<file path="config.mk">
export PLATFORM = sky130hd
export DESIGN_NAME = wb_arbiter
export DESIGN_NICKNAME = d
export VERILOG_FILES = /design/src/rtl/wb_pkg.sv /design/src/rtl/wb_fifo.sv /design/src/rtl/wb_arbiter.sv
export SDC_FILE = /design/constraint.sdc
export NUM_CORES = 1
export LEC_CHECK = 0
export BUFFER_PORTS_ARGS = -buffer_cell sky130_fd_sc_hd__buf_2
export CAP_MARGIN = 20
export CORE_ASPECT_RATIO = 1.1
export CORE_MARGIN = 3
export CORE_UTILIZATION = 56
export CTS_CLUSTER_SIZE = 8
export DETAILED_ROUTE_END_ITERATION = 6
export PLACE_DENSITY_LB_ADDON = 0.08
export SLEW_MARGIN = 20
export SYNTH_ARGS = -nofsm -noshare
export SYNTH_HDL_FRONTEND = slang
export SYNTH_SLANG_ARGS = --single-unit
</file>
<file path="constraint.sdc">
create_clock -name clk_i -period 2.4 [get_ports clk_i]
set_input_delay 0.12 -clock clk_i [delete_from_list [all_inputs] [get_ports clk_i]]
set_output_delay 0.12 -clock clk_i [all_outputs]
set_load 0.005 [all_outputs]
</file>
<file path="src/rtl/wb_pkg.sv">
// Shared types and default sizing for the writeback arbiter.
package wb_pkg;

  localparam int unsigned XLEN_DEF  = 32;
  localparam int unsigned NSRC_DEF  = 3;
  localparam int unsigned DEPTH_DEF = 4;
  localparam int unsigned REG_W_DEF = 5;

  typedef enum logic {
    WB_SRC_PIPE = 1'b0,
    WB_SRC_FPU  = 1'b1
  } wb_src_e;

  typedef struct packed {
    logic                 valid;
    logic [REG_W_DEF-1:0] rd;
    logic [XLEN_DEF-1:0]  data;
  } wb_fifo_entry_t;

endpackage

</file>
<file path="src/rtl/wb_fifo.sv">
// Circular buffer of pending FPU writeback results with a parallel kill port.
// A kill clears the valid bit of every stored entry whose rd matches, and of
// the entry being pushed in the same cycle; killed entries still occupy a slot
// until they are popped.
module wb_fifo
  import wb_pkg::*;
#(
  parameter int unsigned XLEN  = XLEN_DEF,
  parameter int unsigned DEPTH = DEPTH_DEF,
  parameter int unsigned REG_W = REG_W_DEF
) (
  input  logic                       clk_i,
  input  logic                       rst_ni,
  input  logic                       push_i,
  input  logic [REG_W-1:0]           push_rd_i,
  input  logic [XLEN-1:0]            push_data_i,
  input  logic                       pop_i,
  input  logic                       kill_en_i,
  input  logic [REG_W-1:0]           kill_rd_i,
  output logic                       head_valid_o,
  output logic [REG_W-1:0]           head_rd_o,
  output logic [XLEN-1:0]            head_data_o,
  output logic [$clog2(DEPTH+1)-1:0] count_o,
  output logic                       full_o,
  output logic                       empty_o
);

  localparam int unsigned PTR_W = $clog2(DEPTH);
  localparam int unsigned CNT_W = $clog2(DEPTH+1);

  // Same layout as wb_fifo_entry_t, sized by this instance's parameters.
  typedef struct packed {
    logic             valid;
    logic [REG_W-1:0] rd;
    logic [XLEN-1:0]  data;
  } entry_t;

  entry_t             entry_q [DEPTH];
  entry_t             entry_d [DEPTH];
  logic [PTR_W-1:0]   wr_ptr_q, wr_ptr_d;
  logic [PTR_W-1:0]   rd_ptr_q, rd_ptr_d;
  logic [CNT_W-1:0]   count_q, count_d;

  assign full_o       = (count_q == CNT_W'(DEPTH));
  assign empty_o      = (count_q == '0);
  assign count_o      = count_q;
  assign head_valid_o = entry_q[rd_ptr_q].valid;
  assign head_rd_o    = entry_q[rd_ptr_q].rd;
  assign head_data_o  = entry_q[rd_ptr_q].data;

  // Next storage contents: apply kill to stored entries, then write the push.
  // Push never targets a live slot because the producer is held off when full.
  always_comb begin
    for (int i = 0; i < DEPTH; i++) begin
      entry_d[i] = entry_q[i];
      if (kill_en_i && (entry_q[i].rd == kill_rd_i)) begin
        entry_d[i].valid = 1'b0;
      end
    end
    if (push_i) begin
      entry_d[wr_ptr_q].valid = !(kill_en_i && (push_rd_i == kill_rd_i));
      entry_d[wr_ptr_q].rd    = push_rd_i;
      entry_d[wr_ptr_q].data  = push_data_i;
    end
  end

  // Pointer and occupancy update; pointers wrap naturally at DEPTH (power of two).
  always_comb begin
    wr_ptr_d = push_i ? wr_ptr_q + 1'b1 : wr_ptr_q;
    rd_ptr_d = pop_i  ? rd_ptr_q + 1'b1 : rd_ptr_q;
    count_d  = count_q;
    case ({push_i, pop_i})
      2'b10:   count_d = count_q + 1'b1;
      2'b01:   count_d = count_q - 1'b1;
      default: count_d = count_q;
    endcase
  end

  // State registers; reset discards everything buffered.
  always_ff @(posedge clk_i or negedge rst_ni) begin
    if (!rst_ni) begin
      wr_ptr_q <= '0;
      rd_ptr_q <= '0;
      count_q  <= '0;
      for (int i = 0; i < DEPTH; i++) begin
        entry_q[i] <= '0;
      end
    end else begin
      wr_ptr_q <= wr_ptr_d;
      rd_ptr_q <= rd_ptr_d;
      count_q  <= count_d;
      for (int i = 0; i < DEPTH; i++) begin
        entry_q[i] <= entry_d[i];
      end
    end
  end

endmodule

</file>
<file path="src/rtl/wb_arbiter.sv">
// Writeback arbiter: merges the pipeline's writeback with buffered FPU results
// onto one register-file write port. Pipeline always wins; FPU results drain
// into idle slots and are killed by a younger pipeline write to the same rd.
// Optional macro WB_FPU_BYPASS_EN: an FPU result arriving on an idle slot with
// an empty buffer is written directly, skipping the FIFO.
module wb_arbiter
  import wb_pkg::*;
#(
  parameter int unsigned XLEN  = XLEN_DEF,
  parameter int unsigned NSRC  = NSRC_DEF,
  parameter int unsigned DEPTH = DEPTH_DEF,
  parameter int unsigned REG_W = REG_W_DEF
) (
  input  logic                       clk_i,
  input  logic                       rst_ni,
  input  logic [NSRC*XLEN-1:0]       src_data_i,
  input  logic [$clog2(NSRC)-1:0]    src_sel_i,
  input  logic                       pipe_we_i,
  input  logic [REG_W-1:0]           pipe_rd_i,
  input  logic                       fpu_valid_i,
  output logic                       fpu_ready_o,
  input  logic [XLEN-1:0]            fpu_data_i,
  input  logic [REG_W-1:0]           fpu_rd_i,
  output logic                       wb_we_o,
  output logic [REG_W-1:0]           wb_rd_o,
  output logic [XLEN-1:0]            wb_data_o,
  output logic                       wb_src_o,
  output logic [$clog2(DEPTH+1)-1:0] fifo_count_o
);

  localparam int unsigned SEL_W = $clog2(NSRC);

  logic [XLEN-1:0]  pipe_data;
  logic             fpu_accept;
  logic             bypass;
  logic             fifo_push;
  logic             fifo_pop;
  logic             fifo_full;
  logic             fifo_empty;
  logic             head_valid;
  logic [REG_W-1:0] head_rd;
  logic [XLEN-1:0]  head_data;

  logic             wb_we_q, wb_we_d;
  logic [REG_W-1:0] wb_rd_q, wb_rd_d;
  logic [XLEN-1:0]  wb_data_q, wb_data_d;
  wb_src_e          wb_src_q, wb_src_d;

  // Pipeline source mux; out-of-range selects read as zero.
  always_comb begin
    pipe_data = '0;
    for (int k = 0; k < NSRC; k++) begin
      if (src_sel_i == SEL_W'(k)) begin
        pipe_data = src_data_i[k*XLEN +: XLEN];
      end
    end
  end

  assign fpu_ready_o = !fifo_full;
  assign fpu_accept  = fpu_valid_i && fpu_ready_o;
`ifdef WB_FPU_BYPASS_EN
  assign bypass      = fpu_accept && !pipe_we_i && fifo_empty;
`else
  assign bypass      = 1'b0;
`endif
  assign fifo_push   = fpu_accept && !bypass;
  assign fifo_pop    = !pipe_we_i && !fifo_empty;

  wb_fifo #(
    .XLEN  (XLEN),
    .DEPTH (DEPTH),
    .REG_W (REG_W)
  ) u_fifo (
    .clk_i        (clk_i),
    .rst_ni       (rst_ni),
    .push_i       (fifo_push),
    .push_rd_i    (fpu_rd_i),
    .push_data_i  (fpu_data_i),
    .pop_i        (fifo_pop),
    .kill_en_i    (pipe_we_i),
    .kill_rd_i    (pipe_rd_i),
    .head_valid_o (head_valid),
    .head_rd_o    (head_rd),
    .head_data_o  (head_data),
    .count_o      (fifo_count_o),
    .full_o       (fifo_full),
    .empty_o      (fifo_empty)
  );

  // Priority select: pipeline > bypassed FPU > FIFO head; writes to x0 are dropped.
  always_comb begin
    wb_we_d   = 1'b0;
    wb_rd_d   = wb_rd_q;
    wb_data_d = wb_data_q;
    wb_src_d  = wb_src_q;
    if (pipe_we_i) begin
      wb_we_d   = (pipe_rd_i != '0);
      wb_rd_d   = pipe_rd_i;
      wb_data_d = pipe_data;
      wb_src_d  = WB_SRC_PIPE;
    end else if (bypass) begin
      wb_we_d   = (fpu_rd_i != '0);
      wb_rd_d   = fpu_rd_i;
      wb_data_d = fpu_data_i;
      wb_src_d  = WB_SRC_FPU;
    end else if (fifo_pop) begin
      wb_we_d   = head_valid && (head_rd != '0);
      wb_rd_d   = head_rd;
      wb_data_d = head_data;
      wb_src_d  = WB_SRC_FPU;
    end
  end

  // Registered write port.
  always_ff @(posedge clk_i or negedge rst_ni) begin
    if (!rst_ni) begin
      wb_we_q   <= 1'b0;
      wb_rd_q   <= '0;
      wb_data_q <= '0;
      wb_src_q  <= WB_SRC_PIPE;
    end else begin
      wb_we_q   <= wb_we_d;
      wb_rd_q   <= wb_rd_d;
      wb_data_q <= wb_data_d;
      wb_src_q  <= wb_src_d;
    end
  end

  assign wb_we_o   = wb_we_q;
  assign wb_rd_o   = wb_rd_q;
  assign wb_data_o = wb_data_q;
  assign wb_src_o  = wb_src_q;

endmodule

</file>
==> flow_metrics.py <==
metrics = {
    "status": {
        "status": "completed",
    },
    "layout": {
        "design_area_um2": 12000,
        "multiInputGateArea_um2": 4430,
        "seqCellArea_um2": 4960,
        "finalNetCount": 1105,
        "post-route-util_pct": 72.5,
        "fin_cells": 1197,
        "fillers": 1129,
        "diodes": 0,
        "drive_gt1_share_pct": 44.8,
        "layout-area-overhead-vs-synth_pct": 24.6,
    },
    "grt": {
        "track_usage_pct": 25.7,
        "grt.overflow.total": 0,
        "grt_pass1_wl_um": 38100,
        "grt_pass1_vias": 7473,
        "antenna_found_initial": 1,
        "grt_max_degree": 83,
    },
    "yosys": {
        "synth_area_leader_cell": "dfrtp_1",
        "synth_nets": 881,
        "ys_ff_latch": 198,
        "synth_area_um2": 9670,
        "synth_edf_count": 0,
        "synth.most_common_cell": "dfrtp_1",
        "synth_common_cells": "198 x dfrtp_1, 149 x mux2_2, 65 x a21oi_1",
        "synth.top_cells.by_area": "dfrtp_1 51%, mux2_2 17%, mux4_2 8.4%",
        "synthFlopType": "dfrtp_1",
        "avgSynthCellArea_um2": 13.2,
        "yosys_warnings": 0,
        "synth_top_area_share_pct": 51.3,
        "synth_cells": 731,
        "async_flop_share_pct": 100,
        "ys_seq_area_share_pct": 51.3,
        "synth_cell_types": 33,
    },
    "min_path": {
        "min_path_type": "input port to flip-flop",
        "min_path_cells": 3,
        "min_to": "wb_data_o[25]",
        "worstHoldStart": "src_data_i[89]",
    },
    "timing": {
        "fin_crit_sh_pct": 88.4,
        "finalHoldViolCount": 0,
        "rsz0062_at_grt": "no",
        "period_minus_slack_ps": 2120,
        "finalClockSkew_ps": 9.72,
        "fmax_mhz": 471,
        "tns_ps": 0,
        "slew_headroom_pct": 44.2,
        "final-setup-viol-count": 0,
        "finalMaxSlewViolations": 0,
        "worst_slew_pin_slew_ps": 838,
        "hold_ws_ps": 13.9,
    },
    "detailed_routing": {
        "drtIter0Drc": 356,
        "ant_nets": 0,
        "wl_per_cell_um": 20.0,
        "via_per_inst": 5.71,
        "vias": 6835,
        "drt-total-wl_um": 23900,
        "drcViolationCount": 0,
        "drt-pass1-iter-count": 4,
    },
    "critical_path": {
        "critPathKind": "flip-flop to flip-flop",
        "reg2reg_slack_ps": 280,
        "critPathSlowestCell": "dfrtp_1",
        "cp.depth": 8,
        "cp-end-kind": "flip-flop",
        "crit_path_cell_trace": "or3b_1, nand2_1, ha_1, inv_1, fa_1, xor2_1, nor2_1, xor2_1",
        "crit_top_cell": "xor2_1",
        "arrival_ps": 2470,
        "worst_setup_path_start_kind": "flip-flop",
        "slowest_delay_ps": 450,
        "path_delay_family": "simple AND/OR/NAND/NOR gates",
        "r2r-start": "u_fifo.count_o[0]",
        "worstPathRequired_ps": 2750,
        "reg2reg_depth": 8,
        "critical_path_buf_inv_count": 1,
        "crit_fanout": 6,
        "r2r_end": "u_fifo.count_o[2]",
    },
    "cts": {
        "clk_pin_slew_ps": 70,
        "clkSinkCount": 198,
        "ctsResizeCount": 0,
        "cts_root_buf": "clkbuf_16",
        "hold_buffers": 56,
        "postCtsSetupRepairBufs": 0,
        "cts_buffer_depth": 2,
        "numCtsBuffers": 17,
        "clk_latency_ps": 430,
        "cts_tree": "done",
        "htreeDepth": 4,
    },
    "floorplanning": {
        "dieWidth_um": 131,
        "floorplan.initialDensity_pct": 58.2,
        "core-area_um2": 16600,
        "num_io_pins": 187,
        "dieArea_um2": 18900,
        "die-height_um": 144,
        "rows": 49,
    },
    "placement": {
        "globalplace.congestion": 0.849,
        "port_buffers": 186,
        "dp_hpwl_um": 16000,
        "dpl.cell_count": 1109,
        "placed_cell_area_um2": 10900,
    },
    "power_and_ir_drop": {
        "power_density_nw_per_um2": 1240,
        "irDropWorstVdd_v": 0.000699,
        "power_leakage_nw": 5.38,
    },
    "job": {
        "maxCapViolations": 0,
    },
}
## routing by layer
| metal | global-route usage (%) | vias to the layer above | routed length (µm) |
|---|---|---|---|
| met5 | 0 | - | 7 |
| met4 | 10.4 | 2 | 606 |
| li1 | - | 3099 | - |
| met3 | 5.85 | 46 | 1240 |
| met1 | 31.1 | 3473 | 9560 |
| met2 | 45.2 | 215 | 12500 |
## power breakdown
part | internal, mW | switching, mW | leakage (nW) | total (mW)
Sequential | 5.02 | 1.05 | 2.34 | 6.07
Combinational | 3.68 | 2.45 | 2.77 | 6.13
Clock | 1.41 | 1.31 | 0.267 | 2.72
## stage by stage
step / setup slack [ps] / total power, mW
2_1_floorplan: 289 / 10.3
3_3_place_gp: 373 / 11.9
3_5_place_dp: 283 / 12.2
4_1_cts: 265 / 15.0
5_1_grt: 161 / 15.8
6_report: 278 / 14.9
## worst register-to-register path, cell delays in order (launching register included)
cell and delay [ps]:
dfrtp_1 450, or3b_1 400, nand2_1 150, ha_1 200, inv_1 60, fa_1 380
xor2_1 150, nor2_1 120, xor2_1 150
## how the worst max path moves through the flow
stage / endpoint / slack (ps) / start
floorplan: u_fifo.count_o[2] / 290 / u_fifo.count_o[1]
global placement: u_fifo.count_o[2] / 370 / u_fifo.count_o[1]
detailed placement: u_fifo.count_o[2] / 280 / u_fifo.count_o[0]
CTS: u_fifo.count_o[2] / 260 / u_fifo.count_o[0]
global route: u_fifo.count_o[2] / 160 / u_fifo.count_o[0]
finish: u_fifo.count_o[2] / 280 / u_fifo.count_o[0]
## placed cells by master (no fill, tap or decap), types with 30 or more instances in the layout
cell,count
dfrtp_1,196
buf_2,185
mux2_2,149
a21oi_1,65
dlygate4sd3_1,56
mux2i_1,38
mux4_2,36
nor2_1,34
a211oi_1,32
and2_1,30
## cells by family (layout without fill, tap and decap cells)
logic type      after synthesis  in the layout  share of synthesized area (%)
simple gates                 93             93                           4.84
mux                         225            225                           30.2
flops                       198            198                           51.3
xor+xnor                     31             31                           2.81
buf+inv                      65            302                           3.16
compound gates              113            113                           6.86
fa+ha+maj                     6              6                          0.854
## final cells by class
class / count / area share (%)
clock buffer: 19 / 3.76
clock inverter: 13 / 0.914
inverter: 6 / 0.187
multi-input combinational: 468 / 36.8
sequential: 198 / 41.2
tap: 229 / 2.38
timing repair buffer: 264 / 14.8
Note: power is estimated with default switching activity, not from simulation.
